$ cat config.mk
export PLATFORM = sky130hd
export DESIGN_NAME = cdclib_sync_filter
export DESIGN_NICKNAME = d
export VERILOG_FILES = /design/src/rtl/cdclib_pkg.sv /design/src/rtl/cdclib_sync_filter_bit.sv /design/src/rtl/cdclib_sync_filter.sv
export SDC_FILE = /design/constraint.sdc
export NUM_CORES = 1
export LEC_CHECK = 0
export CAP_MARGIN = 30
export CORE_AREA = 4 4 41 43
export CTS_BUF_LIST = sky130_fd_sc_hd__clkbuf_8
export CTS_CLUSTER_DIAMETER = 40
export DETAILED_ROUTE_END_ITERATION = 7
export DIE_AREA = 0 0 45 47
export REMOVE_ABC_BUFFERS = 1
export SYNTH_ARGS = -nofsm -noshare
export SYNTH_HDL_FRONTEND = slang
export SYNTH_HIERARCHICAL = 1
export SYNTH_SLANG_ARGS = --single-unit
$ cat constraint.sdc
create_clock -name clk -period 1.1 [get_ports clk]
set_input_delay 0.165 -clock clk [delete_from_list [all_inputs] [get_ports clk]]
set_output_delay 0.165 -clock clk [all_outputs]
set_load 0.02 [all_outputs]
$ cat src/rtl/cdclib_pkg.sv
// rtl/cdclib_pkg.sv - shared types and helpers for the cdclib sync filter
// Contents:
//   cdclib_flt_state_e : per-bit filter state (STABLE = 1'b0, QUALIFY = 1'b1)
//   cdclib_clog2       : ceiling log2, used to size the qualify counters
package cdclib_pkg;

    typedef enum logic {
        CDCLIB_FLT_STABLE  = 1'b0,
        CDCLIB_FLT_QUALIFY = 1'b1
    } cdclib_flt_state_e;

    function automatic int cdclib_clog2(input int value);
        int result;
        int acc;
        result = 0;
        acc    = 1;
        while (acc < value) begin
            acc    = acc * 2;
            result = result + 1;
        end
        return result;
    endfunction

endpackage

$ cat src/rtl/cdclib_sync_filter_bit.sv
// rtl/cdclib_sync_filter_bit.sv - one-bit stability qualifier with rise/fall pulses
// Ports:
//   clk         : destination-domain clock
//   rst_n       : synchronous active-low reset
//   data_in     : synchronized input bit
//   data_out    : filtered level, registered
//   rise_pulse  : one-cycle pulse on accepted 0->1, registered
//   fall_pulse  : one-cycle pulse on accepted 1->0, registered
//   accept_next : combinational, high in the cycle before a pulse appears
module cdclib_sync_filter_bit
    import cdclib_pkg::*;
#(
    parameter logic RESET_VAL  = 1'b0,
    parameter int   FILTER_CNT = 4
) (
    input  logic clk,
    input  logic rst_n,
    input  logic data_in,
    output logic data_out,
    output logic rise_pulse,
    output logic fall_pulse,
    output logic accept_next
);

    localparam int                CNT_W    = cdclib_clog2(FILTER_CNT) + 1;
    localparam logic [CNT_W-1:0]  LAST_CNT = CNT_W'(FILTER_CNT - 1);

    cdclib_flt_state_e state;
    logic [CNT_W-1:0]  cnt;
    logic              mismatch;

    assign mismatch = (data_in != data_out);

    // A change is accepted either immediately (filter bypassed) or once the
    // mismatch has been seen on the final qualify cycle.
    always_comb begin
        accept_next = 1'b0;
        if (mismatch) begin
            if (state == CDCLIB_FLT_STABLE)
                accept_next = (FILTER_CNT == 1);
            else
                accept_next = (cnt == LAST_CNT);
        end
    end

    always_ff @(posedge clk) begin
        if (!rst_n) begin
            state      <= CDCLIB_FLT_STABLE;
            cnt        <= '0;
            data_out   <= RESET_VAL;
            rise_pulse <= 1'b0;
            fall_pulse <= 1'b0;
        end else begin
            rise_pulse <= 1'b0;
            fall_pulse <= 1'b0;
            if (accept_next) begin
                data_out   <= data_in;
                rise_pulse <= data_in;
                fall_pulse <= ~data_in;
                state      <= CDCLIB_FLT_STABLE;
                cnt        <= '0;
            end else begin
                case (state)
                    CDCLIB_FLT_STABLE: begin
                        if (mismatch) begin
                            state <= CDCLIB_FLT_QUALIFY;
                            cnt   <= CNT_W'(1);
                        end else begin
                            cnt <= '0;
                        end
                    end
                    CDCLIB_FLT_QUALIFY: begin
                        if (!mismatch) begin
                            // Input fell back before qualifying: treat as a glitch.
                            state <= CDCLIB_FLT_STABLE;
                            cnt   <= '0;
                        end else begin
                            cnt <= cnt + 1'b1;
                        end
                    end
                    default: begin
                        state <= CDCLIB_FLT_STABLE;
                        cnt   <= '0;
                    end
                endcase
            end
        end
    end

endmodule

$ cat src/rtl/cdclib_sync_filter.sv
// rtl/cdclib_sync_filter.sv - per-bit stability filter and edge detector after a bit synchronizer
// Ports:
//   clk        : destination-domain clock
//   rst_n      : synchronous active-low reset
//   data_in    : DWIDTH synchronized bits
//   data_out   : DWIDTH filtered levels, registered
//   rise_pulse : DWIDTH one-cycle 0->1 pulses, registered
//   fall_pulse : DWIDTH one-cycle 1->0 pulses, registered
//   change_any : registered OR of all pulses, aligned with them
module cdclib_sync_filter
    import cdclib_pkg::*;
#(
    parameter int   DWIDTH     = 1,
    parameter logic RESET_VAL  = 1'b0,
    parameter int   FILTER_CNT = 4
) (
    input  logic              clk,
    input  logic              rst_n,
    input  logic [DWIDTH-1:0] data_in,
    output logic [DWIDTH-1:0] data_out,
    output logic [DWIDTH-1:0] rise_pulse,
    output logic [DWIDTH-1:0] fall_pulse,
    output logic              change_any
);

    logic [DWIDTH-1:0] accept_vec;

    genvar i;
    generate
        for (i = 0; i < DWIDTH; i++) begin : g_bit
            cdclib_sync_filter_bit #(
                .RESET_VAL  (RESET_VAL),
                .FILTER_CNT (FILTER_CNT)
            ) u_bit (
                .clk         (clk),
                .rst_n       (rst_n),
                .data_in     (data_in[i]),
                .data_out    (data_out[i]),
                .rise_pulse  (rise_pulse[i]),
                .fall_pulse  (fall_pulse[i]),
                .accept_next (accept_vec[i])
            );
        end
    endgenerate

    // Registered from the same accept terms as the pulses so it lands in the same cycle.
    always_ff @(posedge clk) begin
        if (!rst_n)
            change_any <= 1'b0;
        else
            change_any <= |accept_vec;
    end

endmodule

==> summary.md <==
| Metric | Value |
|---|---|
| Run status | finished with violations |
| Failing checks | negative setup slack |
| Initial DRC Count | 0 |
| 1st-pass router iterations | 1 |
| VDD IR max | around 0.00059 V |
| RSZ-0062 raised after global routing | true |
| Worst r2r src | g_bit[0].u_bit/cnt[0] |
| Synth area leaders | dfxtp_1, ha_1, nor3b_1 |
| Number of synthesized flops with an enable pin | 0 |
| CTS buffer count | 3 |
| Initial antenna violation count | 0 |
| Initial Utilization | between 20% and 30% |
| DRT Wirelength | 670 µm |
| DRC viols | 0 |
| DR vias | roughly 240 |
| Min cycle time layout | between 1 and 1.5 ns |
| ANT nets after route | 0 |
| Critical path's largest stage delay | about 0.33 ns |
| Worst-margin pin slew | about 0.26 ns |
| Critical path buffer and inverter count | 0 |
| Sequential area share after synthesis | between 50 and 60% |
| Sum Neg Setup Slack | -0.00277 ns |
| Post-synthesis register bit count | 8 |
| CP required | around 1.2 ns |
| Max-cap viol count | 0 |
| First-pass GRT wire length | around 1.2 mm |
| Post-synth top cells | dfxtp_1, nor3b_1, ha_1, inv_1, nand3_1 |
| Clk pin slew, worst setup/hold paths | ~0.040 ns |
| Worst path most repeated cell | ha_4 |
| Die ar. | approximately 2100 µm² |
| Number of inserted diodes | 0 |
| Netlist Area Pre-Place | between 300 and 400 µm² |
| PwrDens | ~1400 nW/µm² |
| GR Overflow Total | 0 |
| Period utilisation layout | 100% |
| Worst clock skew | between 0.0005 and 0.0006 ns |
| H-tree Lvls | 1 |
| Routed WL per cell | 12.2 µm |
| Filler cells | about 140 |
| Worst path cell trace | ha_4, ha_4, nand2b_4, nor4b_4 |
| Slew headroom | 82.5% |
| Pins over their slew limit | 0 |
| CTS Hold Buffers Added | 0 |
| Most frequent cell after synthesis | dfxtp_1 |
| Clock Tree Buf Depth | 2 |
| Synth warn | 6 |
| Share of cells above drive strength 1 | 40.0% |
| Postcts setup bufs | 0 |
| Final layout net count | 47 |
| # IOs | 7 |
| Post-synth top area share | between 50 and 60% |
| Hold Crit Class | flip-flop to flip-flop |
| Main synth FF type | dfxtp_1 |
| Clk Latency, worst-skew pair | 0.23 ns |
| Fmax | 907 MHz |
| Worst setup path start | g_bit[0].u_bit/cnt[0] |
| Core area | between 1000 and 1500 µm² |
| Crit end category | flip-flop |
| CTS tree | done |
| DR vias/cell | between 4 and 5 |
| # rows | 13 |
| Final instance area | slightly above 500 µm² |
| Setup ws final | -0.00277 ns |
| Syn Area/Cell | 11.3 µm² |
| Leakage power | between 0.2 and 0.25 nW |
| Syn Inst Count | 28 |
| Worst setup path class | flip-flop to flip-flop |
| Max FO, Critical Path | 6 |
| CTS root buf | clkbuf_8 |
| Vias in the first global route | about 270 |
| Top delay family on crit path | simple AND/OR/NAND/NOR gates |
| Synth cell types | 16 |
| Min-delay src | g_bit[0].u_bit/cnt[0] |
| Post-Place Cell Area | 418 µm² |
| Die X | ~45 µm |
| Port Buf Inserts | 6 |
| Leading area contributor after synthesis | dfxtp_1 |
| Routability congestion estimate | approximately 0.62 |
| Clk sinks | 8 |
| GRT Total Usage | 8.40% |
| Critical Path AT | 1.24 ns |
| Worst path slowest cell | dfxtp_2 |
| Final hold vios | 0 |
| Area Growth Syn to Fin | 63.2% |
| Async SR Flop Fraction | 0% |
| Post-Place Setup Slack | -0.184 ns |
| Pin count of the biggest net entering global routing | 7 |
| CP startpoint kind | flip-flop |
| Final setup fails | 1 |
| Die Ht | 47 µm |
through the flow:
step                hold slack, ns  power (mW)  instances  utilization, %
floorplan                    0.241       0.320         28               -
global placement             0.527       0.339         52            32.1
detailed placement           0.527       0.340         52            32.1
CTS                          0.542       0.710         55            37.5
global route                 0.581       0.733         55            39.7
finish                       0.549       0.707         55            39.7
worst min-delay path, cell delays in order (launching register included):
cell	delay, ns
dfxtp_2	0.35
o21a_1	0.13
nor3_1	0.04
worst paths after layout:
kind              depth (start not counted)  slack, ns               endpoint
hold reg to reg                           2       0.55  g_bit[0].u_bit/cnt[0]
hold / removal                            2       0.55  g_bit[0].u_bit/cnt[0]
setup / recovery                          4     -0.003  g_bit[0].u_bit/cnt[1]
setup reg to reg                          4     -0.003  g_bit[0].u_bit/cnt[1]
final cells by class:
cell class	count	area (µm²)	area share [%]
Multi-Input combinational cell	18	210	40.7
Sequential cell	8	161	31.2
Timing Repair Buffer	9	77.6	15.0
Clock buffer	3	41.3	7.99
Tap cell	15	18.8	3.63
Inverter	2	7.51	1.45
report_power, final:
part           total (mW)  internal, mW  switching [mW]  leakage [nW]
Sequential          0.303         0.296         0.00676        0.0653
Combinational      0.0453        0.0250          0.0203         0.113
Clock               0.359         0.238           0.121        0.0216
Total               0.707         0.559           0.148         0.200
kinds of logic after synthesis:
| group | after synthesis | synth area share [%] |
|---|---|---|
| AOI/OAI and AO/OA | 3 | 7.11 |
| xor gates and xnor gates | 1 | 5.14 |
| adders and majority gates | 2 | 7.90 |
| buffers and inverters | 2 | 2.37 |
| DFF | 8 | 50.6 |
| and+or+nand+nor | 12 | 26.9 |
flip-flops by register name, summed over array words and instances, names as in the netlist:
name and cells:
g_bit.u_bit/cnt 3, g_bit.u_bit/data_out 1, change_any 1, g_bit.u_bit/state 1, g_bit.u_bit/fall_pulse 1, g_bit.u_bit/rise_pulse 1
placed cells by master, fill, tap and decap left out, types with 2 or more instances in the layout:
cell type | netlist | routed
buf_4 | 0 | 3
clkbuf_8 | 0 | 3
clkdlybuf4s50_1 | 0 | 2
dfxtp_1 | 8 | 7
dlygate4sd2_1 | 0 | 4
ha_4 | 0 | 2
inv_1 | 2 | 2
nand3_1 | 2 | 2
nor3b_1 | 3 | 2
layer usage:
layer  GRT usage, %  vias up  share of wire [%]
li1               -      123                  -
met1           9.17      111                 46
met2           12.7        2                 52
met3           1.15        0                1.5
met4           10.5        0                  0
met5              0        -                  0
timing repair:
| action | 4_1_cts | 5_1_grt |
|---|---|---|
| setup endpoints to repair | 11 | 5 |
| pin swaps | 0 | 1 |
| resized for setup | 10 | 4 |
No activity file was read; power rests on OpenSTA's default activity.
